===== src/rtl/branch_resolve.sv =====
// branch_resolve: EX-stage beq/bne resolution (taken/mispredict/redirect/flush), 1-cycle PHT update with bypass, GHR and saturating stats
module branch_resolve #(
  parameter int IDX_W = 5,
  parameter int CNT_W = 16
) (
  input  logic             clk,
  input  logic             rst,
  input  logic             hold,
  input  logic             Branch_EX,
  input  logic             bne_EX,
  input  logic             zero_EX,
  input  logic             prediction_EX,
  input  logic [9:0]       PCPlus1_EX,
  input  logic [9:0]       BranchAddress_EX,
  input  logic [9:0]       Branch_state_EX,
  input  logic [1:0]       ctr_rd,
  output logic             taken,
  output logic             mispredict,
  output logic [9:0]       redirect_PC,
  output logic             flush_IF,
  output logic             flush_ID,
  output logic             pht_we,
  output logic [IDX_W-1:0] pht_idx,
  output logic [1:0]       pht_wdata,
  output logic [IDX_W-1:0] ghr,
  output logic [CNT_W-1:0] branch_cnt,
  output logic [CNT_W-1:0] mispred_cnt
);
  logic             resolved;
  logic [IDX_W-1:0] idx;
  logic [1:0]       base;
  logic [1:0]       next_ctr;
  logic             unused_state;
  assign unused_state = &{1'b0, Branch_state_EX[9:IDX_W]};
  assign taken       = Branch_EX & (bne_EX ? ~zero_EX : zero_EX);
  assign resolved    = Branch_EX & ~hold;
  assign mispredict  = ~rst & resolved & (prediction_EX ^ taken);
  assign redirect_PC = taken ? BranchAddress_EX : PCPlus1_EX;
  assign flush_IF    = mispredict;
  assign flush_ID    = mispredict;
  assign idx         = Branch_state_EX[IDX_W-1:0];
  assign base        = (pht_we && pht_idx == idx) ? pht_wdata : ctr_rd;
  assign next_ctr    = taken ? ((base == 2'd3) ? base : base + 2'd1)
                             : ((base == 2'd0) ? base : base - 2'd1);
  always_ff @(posedge clk or posedge rst) begin
    if (rst) begin
      pht_we      <= 1'b0;
      pht_idx     <= '0;
      pht_wdata   <= '0;
      ghr         <= '0;
      branch_cnt  <= '0;
      mispred_cnt <= '0;
    end else begin
      pht_we <= resolved;
      if (resolved) begin
        pht_idx    <= idx;
        pht_wdata  <= next_ctr;
        ghr        <= {ghr[IDX_W-2:0], taken};
        branch_cnt <= (&branch_cnt) ? branch_cnt : branch_cnt + CNT_W'(1);
      end
      if (mispredict)
        mispred_cnt <= (&mispred_cnt) ? mispred_cnt : mispred_cnt + CNT_W'(1);
    end
  end
endmodule

===== config.mk =====
export PLATFORM = sky130hd
export DESIGN_NAME = branch_resolve
export DESIGN_NICKNAME = d
export VERILOG_FILES = /design/src/rtl/branch_resolve.sv
export SDC_FILE = /design/constraint.sdc
export NUM_CORES = 1
export LEC_CHECK = 0
export BUFFER_PORTS_ARGS = -buffer_cell sky130_fd_sc_hd__buf_4
export CORE_MARGIN = 2
export CORE_UTILIZATION = 51
export CTS_CLUSTER_SIZE = 24
export DETAILED_ROUTE_END_ITERATION = 12
export GPL_ROUTABILITY_DRIVEN = 0
export GPL_TIMING_DRIVEN = 0
export MAX_ROUTING_LAYER = met4
export PLACE_DENSITY = 0.88
export SLEW_MARGIN = 20
export SYNTH_ARGS = -nofsm -noshare
export SYNTH_HDL_FRONTEND = slang
export SYNTH_SLANG_ARGS = --single-unit
export TNS_END_PERCENT = 50

===== constraint.sdc =====
create_clock -name clk -period 3.5 [get_ports clk]
set_clock_uncertainty 0.2 [all_clocks]
set_input_delay 0.35 -clock clk [delete_from_list [all_inputs] [get_ports clk]]
set_output_delay 0.35 -clock clk [all_outputs]
set_load 0.05 [all_outputs]

==> flow_summary.toml, run 1 <==
[worst_setup_path]
cp_max_fo = 10
cpMaxStageDelayCell = "clkbuf_1"
critPathMostFrequentCell = "buf_4"
worstSetupPathType = "primary input to output port"
critPathMaxStageDelay_ns = 0.45
r2r-start = "mispred_cnt[10]"
worstSetupStartpoint = "bne_EX"
crit_required_ns = 2.95
rrSetupSlack_ns = 1.41
rr_endpoint = "mispred_cnt[1]"
cp-endpoint = "redirect_PC[6]"
path_cells = "buf_4, xor2_1, nand2_1, clkbuf_1, mux2_2, buf_4"
cp-start-kind = "primary input"
ff2ff_path_depth = 5
crit_path_end_kind = "output port"
cp.arrival_ns = 1.81

[clock_tree]
numCtsBuffers = 5
cts_root_buf = "clkbuf_8"
cts-htree-levels = 2
cts_tree = "built"
clock_sinks = 45
clk_latency_ns = 0.30
cts-resized-gates = 0
cts-root-to-sink-buffers = 2
clkTransAtPathRegs_ns = 0.09

[placed_design]
placed_area_mm2 = 0.00299
dp_slack_ns = 0.979
placedCellCount = 353
place_hpwl_mm = 4.04
io_buffers = 92

[routing]
via_count = 1886
wl_per_cell_um = 14.2
drc = 0
initialDrtViolationCount = 117
wl_mm = 5.14
dr.pass1.iters = 4
final_antenna_net_count = 0
viasPerCell = 5.21

[cells_and_area]
num_antenna_cells = 0
syn_to_final_growth_pct = 40.6
drive_gt1_share_pct = 38.8
final_net_count = 352
stdcell_count = 362
fillers = 302
fin_area_mm2 = 0.00311

[timing]
final-setup-viol-count = 0
rsz0062_at_grt = "false"
final_hold_viol_count = 0
fin_setup_tns_ns = 0
drv_slew = 0
fin_ws_ns = 1.14
period_share_pct = 67.3
slew_headroom_pct = 63.3
max_slew.worst_pin.slew_ns = 0.551
max_freq_ghz = 0.425
fin_crit_ns = 2.36

[synth]
synth_fp_nets = 251
synth_edf_count = 0
synth_ff_type = "dfrtp_1"
synthTopCellsByArea = "dfrtp_1 (51%), xnor2_1 (8.3%), nand2_1 (7.5%)"
ys_warn_count = 0
ys_ff_latch = 45
synth_cell_types = 36
yosysSeqAreaShare_pct = 50.9
synth_top_cell_by_area = "dfrtp_1"
netlist.area_leader.share_pct = 50.9
synth.avg_cell_area_um2 = 10.5
synth-async-reset-ratio_pct = 100
synthCells = 210
synth_area_mm2 = 0.00221

[grt]
grt_pass1_vias = 1862
top_usage_layer = "met2"
grt_max_degree = 27
antenna_found_initial = 0
met3_usage_pct = 8.37
met1_usage_pct = 26.1
grt_use_met2_pct = 36.0
grt_overflow = 0
grt_util_all_layers_pct = 22.4
grt_pass1_wl_mm = 8.47

[die]
die_area_mm2 = 0.00488
die_w_um = 69.9
die_h_um = 69.9
rows = 23
core_mm2 = 0.00409
ioPinCount = 98
initial_utilization_pct = 54.1

[power_and_ir_drop]
irDropWorstVdd_v = 0.000477
p_leak_uw = 0.00160
power_density_mw_per_mm2 = 558

[flow_run]
drv_cap = 0

[worst_hold_path]
hold_class = "primary input to register"

[status]
status = "finished, final reports clean"
Yosys cell counts (2+ instances only):
library cell,instances
nand4_1,7
mux2i_1,2
and2_1,2
and3_1,5
nor2_1,6
ha_1,2
xor2_1,12
nand3_1,14
dfrtp_1,45
mux2_2,12
o21ai_0,2
inv_1,4
buf_4,2
nand2b_1,2
a21oi_1,2
clkbuf_1,4
and4_1,2
nor3_1,4
xnor2_1,21
nand2_1,44
through the flow:
step / total power, uW / hold slack [ns] / utilization (%)
floorplan: 1140 / 0.255 / -
global placement: 1340 / 0.260 / 72.6
detailed placement: 1350 / 0.210 / 73.1
CTS: 1750 / 0.0555 / 76.1
global route: 1830 / 0.0482 / 76.1
finish: 1740 / 0.0582 / 76.1
state kept, by name (all words and copies together) (netlist names):
signal and flops:
ghr 5, pht_idx 5, pht_we 1, branch_cnt 16, mispred_cnt 16, pht_wdata 2
where the power goes:
part           internal [uW]  total, uW  switching [uW]  leakage (uW)
clock                    214        394             180     0.0000543
combinational            222        660             438      0.000947
sequential               595        682            87.2      0.000595
total                   1030       1740             706       0.00160
cell families (layout without fill, tap and decap cells):
logic type               Yosys count  after routing  share of synthesized area, %
flip-flops                        45             45                          50.9
XOR/XNOR                          34             34                          14.1
AND/OR/NAND/NOR                   94             94                          21.0
AO/OA/AOI/OAI                      9              9                          2.77
multiplexers                      15             15                          7.52
buffers and inverters             10            112                          2.04
adder cells (fa/ha/maj)            3              3                          1.58
worst max-delay path: cells and delay by family:
family                 cells  cell delay (ns)
buffers and inverters      3             0.76
multiplexers               1             0.40
XOR/XNOR                   1             0.18
AND/OR/NAND/NOR            1             0.12
worst min-delay path by stage:
stage / from / end / cells after the start
final: Branch_state_EX[3] / pht_idx[3] / 3
after global routing: Branch_state_EX[2] / pht_idx[2] / 3
after CTS: Branch_state_EX[4] / pht_idx[4] / 3
after detailed placement: rst / mispred_cnt[5] / 2
after global placement: ghr[4] / ghr[4] / 2
after floorplan: Branch_state_EX[0] / pht_idx[0] / 2
area by class of cell:
cell class                 count  area, um^2  area share, %
buffer                         6        30.0          0.965
clock buffer                   5        68.8           2.21
clock inverter                 3        46.3           1.49
inverter                       4        15.0          0.483
multi-input combinational    155        1040           33.5
sequential                    45        1130           36.2
tap                           50        62.6           2.01
timing repair buffer          94         721           23.2
placed cells by master (no fill, tap or decap), types with 3 or more instances in the layout:
cell	count
nor3_1	4
mux2_2	12
xor2_1	12
and3_1	5
nand2_1	44
xnor2_1	21
inv_1	3
clkbuf_8	5
dfrtp_1	45
nor2_1	6
buf_4	94
clkbuf_1	4
nand3_1	14
nand4_1	7
per-layer routing:
metal | vias up | share of wire (%)
met3 | 6 | 8.8
li1 | 911 | -
met4 | 0 | 1.5
met1 | 890 | 40
met5 | - | 0
met2 | 79 | 50
what timing repair did:
item	CTS	global route
endpoints found under the hold margin	19	0
hold buffers	1	0
setup endpoints to repair	0	0
buffers inserted	0	0
No activity file was read; power rests on OpenSTA's default activity.
==> run 2, diff against run 1 <==
--- a/config.mk
+++ b/config.mk
@@ -7,13 +7,13 @@
 export LEC_CHECK = 0
 export BUFFER_PORTS_ARGS = -buffer_cell sky130_fd_sc_hd__buf_4
 export CORE_MARGIN = 2
-export CORE_UTILIZATION = 51
+export CORE_UTILIZATION = 47
 export CTS_CLUSTER_SIZE = 24
 export DETAILED_ROUTE_END_ITERATION = 12
 export GPL_ROUTABILITY_DRIVEN = 0
 export GPL_TIMING_DRIVEN = 0
 export MAX_ROUTING_LAYER = met4
-export PLACE_DENSITY = 0.88
+export PLACE_DENSITY = 0.83
 export SLEW_MARGIN = 20
 export SYNTH_ARGS = -nofsm -noshare
 export SYNTH_HDL_FRONTEND = slang
==> constraint.sdc (replaced) <==
create_clock -name clk -period 2.2 [get_ports clk]
set_clock_uncertainty 0.2 [all_clocks]
set_input_delay 0.22 -clock clk [delete_from_list [all_inputs] [get_ports clk]]
set_output_delay 0.22 -clock clk [all_outputs]
set_load 0.05 [all_outputs]
==> run 2 against run 1 <==
Utilization fell by 5.5 points. Cell count rose by 1.9%. Non-clock buffer count increased by 5. Die area grew 8.0%. Sequential power rose by 60%. Total power is 52% higher. Combinational power up 62%. Wire length shrank 3.7%. Critical path type is now primary input to register. Flip-flop and latch count did not move.
==> flow_summary.toml, run 2 (synthesis results as in run 1) <==
[timing]
max_slew.worst_pin.slew_ns = 0.498
fin_crit_ns = 2.15
slew_headroom_pct = 66.8
final-setup-viol-count = 0
period_share_pct = 97.7
fin_ws_ns = 0.0501
max_freq_ghz = 0.465
rsz0062_at_grt = "true"
final_hold_viol_count = 0
drv_slew = 0

[clock_tree]
cts_tree = "built"
cts_root_buf = "clkbuf_8"
cts-root-to-sink-buffers = 2
clk_latency_ns = 0.29
postCtsSetupBuffers = 0
numCtsBuffers = 5
cts-htree-levels = 2
clkTransAtPathRegs_ns = 0.08
clock_sinks = 45

[die]
die_area_mm2 = 0.00527
die_w_um = 72.6
rows = 24
core_mm2 = 0.00444
die_h_um = 72.6
initial_utilization_pct = 49.8
ioPinCount = 98

[cells_and_area]
final_net_count = 357
final_cell_mix = "buf_4 (94), dfrtp_1 (45), nand2_1 (44)"
drive_gt1_share_pct = 37.9
layout_commonest_cell = "buf_4"
syn_to_final_growth_pct = 41.9
num_antenna_cells = 0
fin_area_mm2 = 0.00314
post-route-util_pct = 70.6
reg_top3 = "branch_cnt (16), mispred_cnt (16)"

[flow_run]
drv_cap = 0

[worst_setup_path]
ff2ff_path_depth = 5
r2r-start = "mispred_cnt[10]"
cp-start-kind = "primary input"
rrSetupSlack_ns = 0.16
worstSetupPathType = "primary input to register"
cp.arrival_ns = 2.12
rr_endpoint = "mispred_cnt[1]"
cp_max_fo = 9
crit_path_end_kind = "register"
crit_required_ns = 2.17

[power_and_ir_drop]
irDropWorstVdd_v = 0.000506
p_switching_uw = 1110
total_power_uw = 2640
p_leak_uw = 0.00160
p_clk_share_pct = 18.4
internal-power_uw = 1530
power_density_mw_per_mm2 = 841
seq_power_share_pct = 41.2
p_comb_share_pct = 40.4
p_sw_share_pct = 42.0

[worst_hold_path]
hold_depth = 4
hold_class = "primary input to register"
min_to = "ghr[0]"
min-delay-start = "bne_EX"

[routing]
wl_per_cell_um = 13.4
viasPerCell = 5.09
dr.pass1.iters = 4
final_antenna_net_count = 0
drc = 0
initialDrtViolationCount = 91
wl_mm = 4.95
via_count = 1879

[placed_design]
dp_slack_ns = -0.130
place_hpwl_mm = 3.75
io_buffers = 92
placed_area_mm2 = 0.00299

[grt]
grt_max_degree = 27
grt_pass1_wl_mm = 8.17
grt_pass1_vias = 1887
grt_util_all_layers_pct = 20.6
antenna_found_initial = 0
grt_overflow = 0

[status]
status = "finished, final reports clean"
run 2: cell count changes in the layout (fill, tap and decap cells not counted):
| cell | change |
|---|---|
| clkbuf_1 | +3 |
| nor3_1 | -1 |
| bufinv_16 | -1 |
| clkinvlp_4 | -1 |
| clkinv_4 | -1 |
| nor3_2 | +1 |
| dlygate4sd3_1 | +5 |
| or3_1 | -1 |
| or3_4 | +1 |
run 2: stage by stage:
| step | instances | TNS, ns | hold WS, ns |
|---|---|---|---|
| detailed placement | 355 | -0.130 | 0.0826 |
| finish | 369 | 0 | 0.0937 |
| global placement | 354 | -0.0960 | 0.228 |
| global route | 369 | -0.0467 | 0.106 |
| CTS | 369 | 0 | 0.0944 |
| floorplan | 210 | -0.570 | 0.125 |
run 2: critical path: stages:
cell	delay [ns]
dlygate4sd3_1	0.53
buf_4	0.15
nor3_4	0.33
and4_4	0.32
and2_4	0.16
nand4_1	0.10
mux2_1	0.32
run 2: worst max-delay path by stage:
stage | startpoint | end | slack (ns) | depth (start not counted)
global route | rst | mispred_cnt[15] | -0.05 | 7
global placement | prediction_EX | mispred_cnt[15] | -0.1 | 7
finish | rst | mispred_cnt[15] | 0.05 | 7
detailed placement | prediction_EX | mispred_cnt[15] | -0.13 | 7
floorplan | prediction_EX | mispred_cnt[15] | -0.28 | 6
CTS | rst | mispred_cnt[15] | 0.03 | 7
run 2: per-layer routing:
| layer | wire [um] | GRT usage (%) |
|---|---|---|
| met1 | 2100 | 24.4 |
| met2 | 2450 | 34.7 |
| met3 | 295 | 3.59 |
| met4 | 104 | 8.23 |
| met5 | 0 | - |
run 2: layout make-up:
cell class	instances	area [um^2]
multi-input combinational	155	1050
inverter	4	15.0
timing repair buffer	99	771
clock buffer	8	80.1
buffer	6	30.0
fill	346	1310
tap	52	65.1
sequential	45	1130
run 2: power groups by stage:
stage / Sequential (uW) / Clock (uW) / Combinational [uW]
floorplan: 1500 / 0 / 308
global placement: 1090 / 0 / 1040
detailed placement: 1100 / 0 / 1060
CTS: 1090 / 500 / 1070
global route: 1110 / 525 / 1120
finish: 1090 / 486 / 1070
run 2: repair_timing:
action / CTS / global route
setup endpoints to repair: 0 / 4
hold buffers: 6 / 0
resized for setup: 0 / 2
endpoints found under the hold margin: 24 / 0
==> run 3, diff against run 2 <==
--- a/config.mk
+++ b/config.mk
@@ -5,15 +5,16 @@
 export SDC_FILE = /design/constraint.sdc
 export NUM_CORES = 1
 export LEC_CHECK = 0
+export ABC_AREA = 1
 export BUFFER_PORTS_ARGS = -buffer_cell sky130_fd_sc_hd__buf_4
 export CORE_MARGIN = 2
-export CORE_UTILIZATION = 47
+export CORE_UTILIZATION = 50
 export CTS_CLUSTER_SIZE = 24
 export DETAILED_ROUTE_END_ITERATION = 12
 export GPL_ROUTABILITY_DRIVEN = 0
 export GPL_TIMING_DRIVEN = 0
 export MAX_ROUTING_LAYER = met4
-export PLACE_DENSITY = 0.83
+export PLACE_DENSITY = 0.84
 export SLEW_MARGIN = 20
 export SYNTH_ARGS = -nofsm -noshare
 export SYNTH_HDL_FRONTEND = slang
==> run 3 against run 2 <==
Cell area increased by 14%. Die area increased by 11%. Cell count increased by 46%. Flip-flop and latch count unchanged. First-iteration DRC count increased by 74%. Highest routed layer unchanged.
==> flow_summary.toml, run 3 <==
[synth]
netlist.area_leader.share_pct = 42.7
synth_area_mm2 = 0.00264
synth_edf_count = 0
synthTopCellsByArea = "dfrtp_1 (43%), nand2_1 (20%), xor2_1 (6.0%)"
yosysSeqAreaShare_pct = 42.7
synth.avg_cell_area_um2 = 7.34
synth_top_cell_by_area = "dfrtp_1"
ys_warn_count = 0
synthCells = 359
synth_most_common_cell = "nand2_1"
ys_ff_latch = 45
synth-async-reset-ratio_pct = 100
synthTopCellsByCount = "nand2_1 (143), dfrtp_1 (45), inv_1 (37)"
synth_fp_nets = 400
synth_cell_types = 23
synth_ff_type = "dfrtp_1"

[worst_setup_path]
path_cells = "ha_1, nand3_1, nor2_2, nand3_2, nand2_2, buf_4, nor3_1, xor2_1"
rrSetupSlack_ns = 0.18
worstSetupPathType = "register to register"
cp_max_fo = 10
crit_required_ns = 2.18
r2r-start = "branch_cnt[0]"
cp.buffers_inverters = 1
crit_path_end_kind = "register"
rr_endpoint = "branch_cnt[6]"
cp_top_family = "simple AND/OR/NAND/NOR gates"
cp-start-kind = "register"
critPathMaxStageDelay_ns = 0.46
ff2ff_path_depth = 8
cp.arrival_ns = 2.00
cpMaxStageDelayCell = "dfrtp_1"

[die]
ioPinCount = 98
die_h_um = 76.6
core_mm2 = 0.00511
initial_utilization_pct = 51.6
die_area_mm2 = 0.00587
rows = 26
die_w_um = 76.6

[cells_and_area]
syn_to_final_growth_pct = 36.3
final_cell_mix = "nand2_1 (143), buf_4 (96), dfrtp_1 (44)"
final_net_count = 508
post-route-util_pct = 70.3
drive_gt1_share_pct = 26.3
reg_top3 = "branch_cnt (16), mispred_cnt (16)"
num_antenna_cells = 0
layout_commonest_cell = "nand2_1"
fillers = 433

[worst_hold_path]
hold_depth = 3
hold_class = "primary input to register"
min-delay-start = "Branch_EX"
min_to = "ghr[0]"

[clock_tree]
cts_tree = "built"
clk_latency_ns = 0.30
cts_root_buf = "clkbuf_8"
clock_sinks = 45
postCtsSetupBuffers = 0
cts-root-to-sink-buffers = 2
numCtsBuffers = 5
clkTransAtPathRegs_ns = 0.09
cts-htree-levels = 2

[power_and_ir_drop]
p_switching_uw = 1420
irDropWorstVdd_v = 0.000505
power_density_mw_per_mm2 = 845
p_leak_uw = 0.00187
p_sw_share_pct = 46.9
seq_power_share_pct = 38.2
internal-power_uw = 1610
p_clk_share_pct = 17.3
p_comb_share_pct = 44.5

[routing]
initialDrtViolationCount = 158
final_antenna_net_count = 0
viasPerCell = 4.99
via_count = 2684
dr.pass1.iters = 4
drc = 0
wl_per_cell_um = 12.5
wl_mm = 6.72

[grt]
grt_pass1_wl_mm = 11.4
grt_pass1_vias = 2660
grt_util_all_layers_pct = 24.6
grt_max_degree = 24
antenna_found_initial = 0
grt_overflow = 0

[placed_design]
io_buffers = 92
place_hpwl_mm = 4.93

[timing]
period_share_pct = 92.0
whs_ns = 0.113
final_hold_viol_count = 0
rsz0062_at_grt = "false"
fin_crit_ns = 2.02
drv_slew = 0
max_slew.worst_pin.slew_ns = 0.523
slew_headroom_pct = 65.1
max_freq_ghz = 0.494
final-setup-viol-count = 0

[status]
status = "finished, final reports clean"

[flow_run]
drv_cap = 0
## run 3: cell count changes in the layout (fill, tap and decap cells not counted), sizes merged, moves of 7 or more
| cell | delta |
|---|---|
| nand2 | +101 |
| inv | +35 |
| o21ai | +20 |
| nor2 | +18 |
| mux2 | -13 |
| xnor2 | -11 |
| nand3 | +7 |
## run 3: how the worst max path moves through the flow
| stage | startpoint | end | slack (ns) | cells after the start |
|---|---|---|---|---|
| floorplan | rst | mispred_cnt[13] | 0.003 | 7 |
| global placement | rst | mispredict | -0.28 | 6 |
| detailed placement | rst | mispred_cnt[6] | -0.35 | 7 |
| CTS | mispred_cnt[0] | mispred_cnt[14] | 0.19 | 9 |
| global route | mispred_cnt[0] | mispred_cnt[14] | 0.02 | 9 |
| finish | branch_cnt[0] | branch_cnt[6] | 0.18 | 8 |
## run 3: area by class of cell
type                    instances  area, um^2  area share [%]
multi-input cells             264        1280            35.6
flip-flops and latches         45        1130            31.4
repair buffers                100         766            21.3
inverters                      39         150            4.18
well taps                      70        87.6            2.44
plain buffers                  11        83.8            2.33
clock buffers                   5        68.8            1.92
clock inverters                 3        21.3           0.592
repair inverters                1        7.51           0.209
## run 3: timing repair
| item | CTS | global route |
|---|---|---|
| endpoints found under the setup margin | 9 | 0 |
| gates resized for setup | 0 | 0 |
| endpoints found under the hold margin | 50 | 22 |
| hold buffers | 7 | 1 |
## run 3: through the flow
stage,TNS [ns],power (uW),instances,setup slack [ns],instance area (um^2)
after floorplan,0,2070,359,0.00265,2640
after global placement,-4.21,2480,521,-0.285,3420
after detailed placement,-5.36,2510,521,-0.351,3420
after CTS,0,3060,537,0.194,3580
after global routing,0,3200,538,0.0156,3590
final,0,3040,538,0.177,3590
## run 3: worst reg2reg max path: stages, from the launching register on
cell,delay [ns]
dfrtp_1,0.46
ha_1,0.24
nand3_1,0.16
nor2_2,0.25
nand3_2,0.10
nand2_2,0.11
buf_4,0.18
nor3_1,0.07
xor2_1,0.14
## run 3: cells by family (layout without fill, tap and decap cells)
family          count (synthesis)  after routing  synth area share (%)
compound gates                 22             22                  4.60
simple gates                  212            212                  33.7
xor+xnor                       28             28                  9.30
flops                          45             45                  42.7
fa+ha+maj                       2              2                 0.949
buf+inv                        50            159                  8.73
## run 3: power groups by stage
stage	Sequential [uW]	Clock (uW)	Combinational, uW
global route	1190	571	1440
global placement	1170	0	1310
finish	1160	524	1350
floorplan	1650	0	428
CTS	1160	544	1350
detailed placement	1170	0	1340
## run 3: per-layer routing
metal	routed length, um	global-route usage [%]	vias up
met3	406	3.79	10
li1	-	-	1328
met4	95	8.36	0
met5	0	-	-
met2	3450	43.5	119
met1	2760	28.4	1227
